$ cat config.mk
export PLATFORM = sky130hd
export DESIGN_NAME = nco_phase_gen
export DESIGN_NICKNAME = d
export VERILOG_FILES = /design/src/rtl/nco_phase_gen.sv
export SDC_FILE = /design/constraint.sdc
export NUM_CORES = 1
export LEC_CHECK = 0
export BUFFER_PORTS_ARGS = -buffer_cell sky130_fd_sc_hd__buf_2
export CAP_MARGIN = 20
export CORE_ASPECT_RATIO = 0.7
export CORE_MARGIN = 4
export CORE_UTILIZATION = 45
export CTS_CLUSTER_SIZE = 40
export DETAILED_ROUTE_END_ITERATION = 16
export PLACE_DENSITY = 0.65
export SYNTH_ARGS = -nofsm -noshare
export SYNTH_HDL_FRONTEND = slang
export SYNTH_SLANG_ARGS = --single-unit
$ cat constraint.sdc
create_clock -name clk -period 4.85 [get_ports clk]
set_clock_uncertainty 0.05 [all_clocks]
set_input_delay 0.2425 -clock clk [delete_from_list [all_inputs] [get_ports clk]]
set_output_delay 0.2425 -clock clk [all_outputs]
set_load 0.02 [all_outputs]
$ cat src/rtl/nco_phase_gen.sv
// -----------------------------------------------------------------------------
// nco_phase_gen
//
// Phase accumulator for a numerically controlled oscillator. Each cycle with
// en=1 (and clr=0) emits one binary angle sample one cycle later and advances
// the accumulator by the active frequency control word. A new FCW/offset pair
// is staged in shadow registers and only becomes active on the next advancing
// cycle, so the downstream sine/cosine stage never sees a torn configuration.
//
// Parameters
//   ACC_WIDTH  phase accumulator width (default 32)
//   A_width    output angle width, must not exceed ACC_WIDTH (default 16)
//
// Ports
//   clk          in   rising-edge clock
//   rst_n        in   asynchronous active-low reset
//   en           in   advance strobe, one sample per en=1 cycle
//   clr          in   synchronous clear of accumulator and output state
//   cfg_valid    in   configuration offered
//   cfg_ready    out  configuration can be accepted (= not pending)
//   cfg_fcw      in   frequency control word (unsigned phase increment)
//   cfg_poff     in   phase offset added to the output angle
//   angle_A      out  binary angle, full scale = 2*pi
//   angle_valid  out  angle_A holds a new sample this cycle
//   wrap         out  the add that produced this sample carried out
//   wrap_cnt     out  accumulator wrap count, modulo 2^16
//   cfg_state    out  config FSM state (0 = READY, 1 = PENDING)
//
// Config handshake: a configuration transfers on a rising edge where
// cfg_valid=1 and cfg_ready=1. cfg_ready depends only on internal state, never
// on cfg_valid. While cfg_ready=0 the offered fcw/poff are ignored and the
// source must keep (or re-offer) them later.
// -----------------------------------------------------------------------------
module nco_phase_gen #(
    parameter int ACC_WIDTH = 32,
    parameter int A_width   = 16
) (
    input  logic                 clk,
    input  logic                 rst_n,
    input  logic                 en,
    input  logic                 clr,
    input  logic                 cfg_valid,
    output logic                 cfg_ready,
    input  logic [ACC_WIDTH-1:0] cfg_fcw,
    input  logic [A_width-1:0]   cfg_poff,
    output logic [A_width-1:0]   angle_A,
    output logic                 angle_valid,
    output logic                 wrap,
    output logic [15:0]          wrap_cnt,
    output logic                 cfg_state
);

    // The angle is the top slice of the accumulator, so it cannot be wider.
    if (A_width > ACC_WIDTH) begin : g_width_check
        $error("nco_phase_gen: A_width (%0d) exceeds ACC_WIDTH (%0d)", A_width, ACC_WIDTH);
    end

    // -------------------------------------------------------------------------
    // Config FSM
    // -------------------------------------------------------------------------
    typedef enum logic {
        ST_READY   = 1'b0,
        ST_PENDING = 1'b1
    } cfg_state_e;

    cfg_state_e state_q, state_d;

    logic capture;   // shadow registers load this cycle
    logic apply;     // shadow becomes active this cycle

    // State register
    always_ff @(posedge clk or negedge rst_n) begin
        if (!rst_n) begin
            state_q <= ST_READY;
        end else begin
            state_q <= state_d;
        end
    end

    // Next-state logic. clr deliberately does not touch the FSM: a pending
    // config survives a clear and lands on the next real advance.
    always_comb begin
        state_d = state_q;
        case (state_q)
            ST_READY: begin
                if (cfg_valid) begin
                    state_d = ST_PENDING;
                end
            end
            ST_PENDING: begin
                if (en && !clr) begin
                    state_d = ST_READY;
                end
            end
            default: state_d = ST_READY;
        endcase
    end

    // Output logic
    always_comb begin
        cfg_ready = 1'b0;
        capture   = 1'b0;
        apply     = 1'b0;
        case (state_q)
            ST_READY: begin
                cfg_ready = 1'b1;
                capture   = cfg_valid;
            end
            ST_PENDING: begin
                apply = en && !clr;
            end
            default: begin
                cfg_ready = 1'b0;
            end
        endcase
    end

    assign cfg_state = state_q;

    // -------------------------------------------------------------------------
    // Configuration registers
    // -------------------------------------------------------------------------
    logic [ACC_WIDTH-1:0] shadow_fcw_q, shadow_fcw_d;
    logic [A_width-1:0]   shadow_poff_q, shadow_poff_d;
    logic [ACC_WIDTH-1:0] fcw_act_q, fcw_act_d;
    logic [A_width-1:0]   poff_act_q, poff_act_d;

    // Values used by this cycle's add/output. On the apply cycle the shadow
    // is used directly so the new word takes effect without a bubble.
    logic [ACC_WIDTH-1:0] fcw_eff;
    logic [A_width-1:0]   poff_eff;

    always_comb begin
        shadow_fcw_d  = capture ? cfg_fcw      : shadow_fcw_q;
        shadow_poff_d = capture ? cfg_poff     : shadow_poff_q;
        fcw_act_d     = apply   ? shadow_fcw_q  : fcw_act_q;
        poff_act_d    = apply   ? shadow_poff_q : poff_act_q;
        fcw_eff       = fcw_act_d;
        poff_eff      = poff_act_d;
    end

    always_ff @(posedge clk or negedge rst_n) begin
        if (!rst_n) begin
            shadow_fcw_q  <= '0;
            shadow_poff_q <= '0;
            fcw_act_q     <= '0;
            poff_act_q    <= '0;
        end else begin
            shadow_fcw_q  <= shadow_fcw_d;
            shadow_poff_q <= shadow_poff_d;
            fcw_act_q     <= fcw_act_d;
            poff_act_q    <= poff_act_d;
        end
    end

    // -------------------------------------------------------------------------
    // Accumulator and output datapath
    // -------------------------------------------------------------------------
    logic [ACC_WIDTH-1:0] acc_q, acc_d;
    logic [A_width-1:0]   angle_q, angle_d;
    logic                 valid_q, valid_d;
    logic                 wrap_q, wrap_d;
    logic [15:0]          wrap_cnt_q, wrap_cnt_d;

    // One extra bit captures the carry out of the accumulator add.
    logic [ACC_WIDTH:0]   acc_sum;
    logic [A_width-1:0]   acc_top;

    assign acc_sum = {1'b0, acc_q} + {1'b0, fcw_eff};
    assign acc_top = acc_q[ACC_WIDTH-1 -: A_width];

    always_comb begin
        acc_d      = acc_q;
        angle_d    = angle_q;
        valid_d    = 1'b0;
        wrap_d     = 1'b0;
        wrap_cnt_d = wrap_cnt_q;
        if (clr) begin
            acc_d      = '0;
            angle_d    = '0;
            wrap_cnt_d = '0;
        end else if (en) begin
            // The sample reflects the accumulator before this add, so the
            // first sample after reset/clear is just the offset.
            angle_d    = acc_top + poff_eff;
            acc_d      = acc_sum[ACC_WIDTH-1:0];
            valid_d    = 1'b1;
            wrap_d     = acc_sum[ACC_WIDTH];
            wrap_cnt_d = wrap_cnt_q + 16'(acc_sum[ACC_WIDTH]);
        end
    end

    always_ff @(posedge clk or negedge rst_n) begin
        if (!rst_n) begin
            acc_q      <= '0;
            angle_q    <= '0;
            valid_q    <= 1'b0;
            wrap_q     <= 1'b0;
            wrap_cnt_q <= '0;
        end else begin
            acc_q      <= acc_d;
            angle_q    <= angle_d;
            valid_q    <= valid_d;
            wrap_q     <= wrap_d;
            wrap_cnt_q <= wrap_cnt_d;
        end
    end

    assign angle_A     = angle_q;
    assign angle_valid = valid_q;
    assign wrap        = wrap_q;
    assign wrap_cnt    = wrap_cnt_q;

endmodule

; ---- Word-level counts from Yosys, hierarchy flattened
; Index checks and enable logic that the tools add are counted.
[word_totals]
latchBits = 0
mem_bits_ro = 0
elab_cells = 35
output_inout_bits = 36
memories = 0
ff_bits = 163
inputBits = 53
mem_bits_rw = 0
[op_classes]
n_mul = 0
div = 0
n_shift = 0
n_eq_ne = 0
n_bitwise = 1
reduce_logical = 3
mux = 18
order_cmp = 0
add_sub_neg = 3
[ops]
columns = cell, count
row1 = 32-bit 2-to-1 mux, 3
row2 = 16-bit 2-to-1 mux, 5
row3 = 32-bit by 32-bit adder with 33-bit output, 1
row4 = 16-bit by 1-bit adder with 16-bit output, 1
row5 = 16-bit adder, 1
row6 = 1-bit 2-to-1 mux, 9
row7 = 1-bit one-hot mux with 2 select lines, 1
row8 = 2-bit nonzero test, 1
row9 = 1-bit logical AND, 1
row10 = 1-bit zero test, 1
row11 = 1-bit NOT, 1

; ---- Logic depth before layout (Yosys ltp)
[logic_depth]
ltp_word = 8
depth_mapped = 23
depth_no_buf = 19

; ---- Worst setup path before layout
; Ideal clock, no wire load.
[synth_path]
kind = input -> register
start = input clr
end = register wrap_cnt_q[15] (netlist: wrap_cnt[15])
setup_ns = 0.132
path_stages = 23
required_ns = 4.668
setup_slack_ns = 0.275
path_buffers = 4
arrival_ns = 4.393
cell_sequence = buf_4 -> nand2b_1 -> clkbuf_1 -> inv_1 -> nand2_1 -> buf_2 -> buf_2 -> mux2_2 -> ha_1 -> fa_1 -> a21o_1 -> a221oi_2 -> o211ai_2 -> nand4_1 -> a31oi_2 -> a211oi_1 -> o21ai_0 -> ha_1 -> nand3_1 -> nor2_1 -> nand2_1 -> xor2_1 -> nor2_1
[synth_via]
elab_chain_len = 8
word_cells_on_any_way = 9
classes_between = add/sub: 2 / mux: 4 / reduce/logical: 3
[synth_lines]
columns = element, line
row1 = from (decl), 41  ; input logic clr,
row2 = 1-bit zero test, 110  ; apply = en && !clr;
row3 = 1-bit logical AND, 110
row4 = 1-bit 2-to-1 mux, 104  ; case (state_q)
row5 = 32-bit 2-to-1 mux, 136  ; fcw_act_d = apply ? shadow_fcw_q : fcw_act_q;
row6 = net fcw_act_d[0], 125  ; logic [ACC_WIDTH-1:0] fcw_act_q, fcw_act_d;
row7 = 32-bit by 32-bit adder with 33-bit output, 169  ; assign acc_sum = {1'b0, acc_q} + {1'b0, fcw_eff};
row8 = 16-bit by 1-bit adder with 16-bit output, 189  ; wrap_cnt_d = wrap_cnt_q + 16'(acc_sum[ACC_WIDTH]);
row9 = 16-bit 2-to-1 mux, 182  ; end else if (en) begin
row10 = 16-bit 2-to-1 mux, 178  ; if (clr) begin
row11 = to (signal assigned), 205  ; wrap_cnt_q <= wrap_cnt_d;
row12 = to (decl), 163  ; logic [15:0] wrap_cnt_q, wrap_cnt_d;
; The timed path passes the listed nets, and every way through them passes these cells. The select of a mux whose other input is x is not followed.
; A chain may end at the register's enable or synchronous reset.

; ---- Worst setup path in the final report
[layout_path]
start = register state_q (netlist: cfg_state)
end = register wrap_cnt_q[15] (netlist: wrap_cnt[15])
[layout_via]
elab_chain_len = 6
[layout_lines]
columns = element, line
row1 = from (decl), 66  ; cfg_state_e state_q, state_d;
row2 = from (signal assigned), 76  ; state_q <= state_d;
row3 = 1-bit 2-to-1 mux, 104
row4 = 32-bit 2-to-1 mux, 136
row5 = net fcw_act_d[0], 125
row6 = 32-bit by 32-bit adder with 33-bit output, 169
row7 = 16-bit by 1-bit adder with 16-bit output, 189
row8 = 16-bit 2-to-1 mux, 182
row9 = 16-bit 2-to-1 mux, 178
; The timed path passes the listed nets, and every way through them passes these cells. The select of a mux whose other input is x is not followed.

==> summary.md <==
| Metric | Value |
|---|---|
| Status | complete, no violations |
| DR vias/cell | 5.418 |
| Peak supply drop | 279.0 µV |
| Syn nets | 924 |
| DR vias | 6642 |
| Fmax | 222.1 MHz |
| Die area | 22050 µm² |
| Ys flop type | dfrtp_1 |
| Post-synth EDFFs | 0 |
| Pre-CTS setup slack | 261.2 ps |
| Hpwl dp | 14.73 mm |
| Ys Warns | 0 |
| Max-cap violation count | 0 |
| Worst hold path class | in -> reg |
| # fillers | 1681 |
| CP endpoint kind | register |
| Core ar. | 19130 µm² |
| Mapped Cells | 820 |
| Comb power frac | 47.3% |
| Avg Inst Size Synth | 10.81 µm² |
| Ys async rst share | 100.0% |
| Period minus WS final | 4502 ps |
| Clock tree from TritonCTS | built |
| DR iter-0 viols | 466 |
| Gr usage total | 20.15% |
| Worst skew pair latency | 440 ps |
| Final period utilization | 92.83% |
| Cell Int Power | 3844 µW |
| TritonCTS Buffers | 17 |
| Power Density | 609.1 nW/µm² |
| Fin area | 10630 µm² |
| Hold WS | 16.80 ps |
| Post-CTS Setup Bufs | 0 |
| Crit path kind | reg -> reg |
| Layout cells sized above 1 | 25.78% |
| CTS clock-pin slew for the worst setup and hold paths | 70 ps |
| Root Buffer | clkbuf_16 |
| Slew margin rel. | 34.73% |
| Unrepaired setup endpoints after global routing | no |
| Hold Vio Cnt, Final | 0 |
| Seq/Total Area, Yosys | 46.01% |
| Final setup TNS | 0 ps |
| Post-DP Area | 9578 µm² |
| Post-Syn Area | 8866 µm² |
| Drt pass-1 iters | 5 |
| Netlist cell types | 63 |
| Initial antenna violation count | 0 |
| Routed WL per cell | 17.30 µm |
| CTS max path bufs | 2 |
| Fin nets | 1053 |
| CTS H-tree lvls | 4 |
| First-pass GRT wire length | 35.32 mm |
| Largest net degree at the start of global routing | 66 |
| Area delta synth->final | 19.87% |
| IO Port Bufs | 88 |
| Worst endpoint required time | 5090 ps |
| Leak pwr | 0.004984 µW |
| Die X | 175.8 µm |
| Data arrival, critical path | 4750 ps |
| Sw Share | 40.62% |
| Die Height | 125.4 µm |
| Vias in the first global route | 6511 |
| Power, Total | 6473 µW |
| Clock Power Share | 20.5% |
| Core Rows | 42 |
| Boundary pin count | 89 |
| Final setup fails | 0 |
| Register bit total from synthesis | 163 |
| Sink Count | 163 |
| Starting Density | 46.35% |
| Crit-path max FO | 7 |
| Crit path launch type | register |
| GRT overflow | 0 |
| Post-Route WL | 21.21 mm |
| Final Max Tran Viols | 0 |
| CTS resizes | 0 |
| Final worst slack | 347.6 ps |
| Detail Route Antenna Nets | 0 |
| DR DRC count | 0 |
| Switching power total | 2630 µW |
| ANT cells | 0 |
| Slew @ Worst Pin | 977.9 ps |
| Routability cong. | 0.9049 |
| Flop pwr share | 32.2% |
-- Yosys cell counts (all sizes together), types with 4 or more instances --
cell / count / area [µm²]
clkbuf: 20 / 75.07
or2: 4 / 25.02
o21ai: 31 / 166.4
a21o: 21 / 158.9
inv: 15 / 56.30
dfrtp: 163 / 4079
or3: 6 / 37.54
o211ai: 11 / 92.58
o21bai: 6 / 48.80
a211o: 6 / 52.55
mux2i: 27 / 270.3
o21a: 6 / 45.04
mux2: 96 / 1081
o311ai: 4 / 35.04
nand2: 59 / 221.5
xnor2: 22 / 192.7
buf: 16 / 77.57
a21oi: 51 / 255.2
nand4: 12 / 75.07
and3: 9 / 56.30
xor2: 14 / 122.6
nand2b: 9 / 56.30
nand3: 16 / 80.08
ha: 49 / 613.1
nand3b: 10 / 75.07
a211oi: 9 / 77.57
nor3: 10 / 50.05
nor3b: 5 / 37.54
nor2: 73 / 274.0
-- kinds of logic after synthesis --
group | after synthesis | share of synthesized area, %
buffers and inverters | 51 | 2.357
adders and majority gates | 51 | 7.367
DFF | 163 | 46.01
muxes | 123 | 15.24
AOI/OAI and AO/OA | 175 | 13.63
xor gates and xnor gates | 36 | 3.556
and+or+nand+nor | 221 | 11.84
-- layout by cell type (no fill, tap or decap), types with 6 or more instances in the layout --
cell             n
buf_4           10
clkbuf_16       17
nor3_1          10
nand4_1         12
nand3_1         16
nand2_1         58
dlygate4sd3_1   48
inv_1           15
xor2_1          14
o211ai_1         9
nand2b_1         9
mux2_2          96
mux2i_1         27
a211oi_1         7
o21ai_0         28
a211o_1          6
dfrtp_1        163
inv_6            7
a21o_1          20
o21a_1           6
buf_2           87
nor2_1          72
a21oi_1         51
or3_1            6
and3_1           9
xnor2_1         22
ha_1            49
nand3b_1        10
-- repair_timing --
| action | in CTS | in global routing |
|---|---|---|
| setup endpoints to repair | 0 | 0 |
| hold buffers | 48 | 0 |
| endpoints found under the hold margin | 110 | 0 |
-- final cells by class --
| cell class | instances | area, µm² | area share, % |
|---|---|---|---|
| multi-input combinational | 606 | 4591 | 43.20 |
| sequential | 163 | 4079 | 38.38 |
| timing repair buffer | 146 | 1002 | 9.430 |
| clock buffer | 17 | 425.4 | 4.003 |
| tap | 264 | 330.3 | 3.108 |
| clock inverter | 15 | 143.9 | 1.354 |
| inverter | 15 | 56.30 | 0.5298 |
-- final timing paths --
| path | cells past startpoint | from | slack, ps | end |
|---|---|---|---|---|
| hold reg to reg | 2 | angle_A[9] | 440 | angle_A[9] |
| setup / recovery | 17 | cfg_state | 350 | wrap_cnt[15] |
| max in group asynchronous | 3 | rst_n | 3330 | fcw_act_q[28] |
| setup reg to reg | 17 | cfg_state | 350 | wrap_cnt[15] |
| min in group asynchronous | 2 | rst_n | 310 | shadow_fcw_q[1] |
| hold / removal | 2 | cfg_fcw[5] | 20 | shadow_fcw_q[5] |
-- critical path, stage by stage, from the launching register on --
cell,delay [ps]
dfrtp_1,480
nand2_2,190
mux2_2,370
ha_1,230
fa_1,400
a21o_1,210
a221oi_2,420
o211ai_2,210
nand4_1,240
a31oi_2,170
a211oi_1,360
o21ai_0,170
ha_1,300
nand3_1,220
nor2_1,60
nand2_1,80
xor2_1,150
nor2_1,50
-- metrics by stage --
step,instances,utilization [%]
after floorplan,820,-
after global placement,1146,50.07
after detailed placement,1146,50.07
after CTS,1226,55.56
after global routing,1226,55.56
final,1226,55.56
-- flip-flops by register name, summed over array words and instances, names as in the netlist --
signal         count
angle_A           16
shadow_fcw_q      32
cfg_state          1
acc_q             32
shadow_poff_q     16
fcw_act_q         32
wrap_cnt          16
poff_act_q        16
wrap               1
angle_valid        1
-- power by group through the flow --
stage               Clock [µW]  Sequential [µW]  Combinational (µW)
floorplan                    0             2060                2270
global placement             0             2100                2950
detailed placement           0             2100                2990
CTS                       1360             2080                3040
global route              1420             2140                3440
finish                    1330             2080                3060
-- metal layers --
layer	routed length (µm)	part of all wire [%]	vias up	track usage, %
li1	-	-	3242	-
met1	11210	53	3198	32.10
met2	8246	39	182	26.92
met3	1497	7.1	20	5.069
met4	264	1.2	0	5.408
met5	0	0	-	0
(Power assumes the default switching activity.)
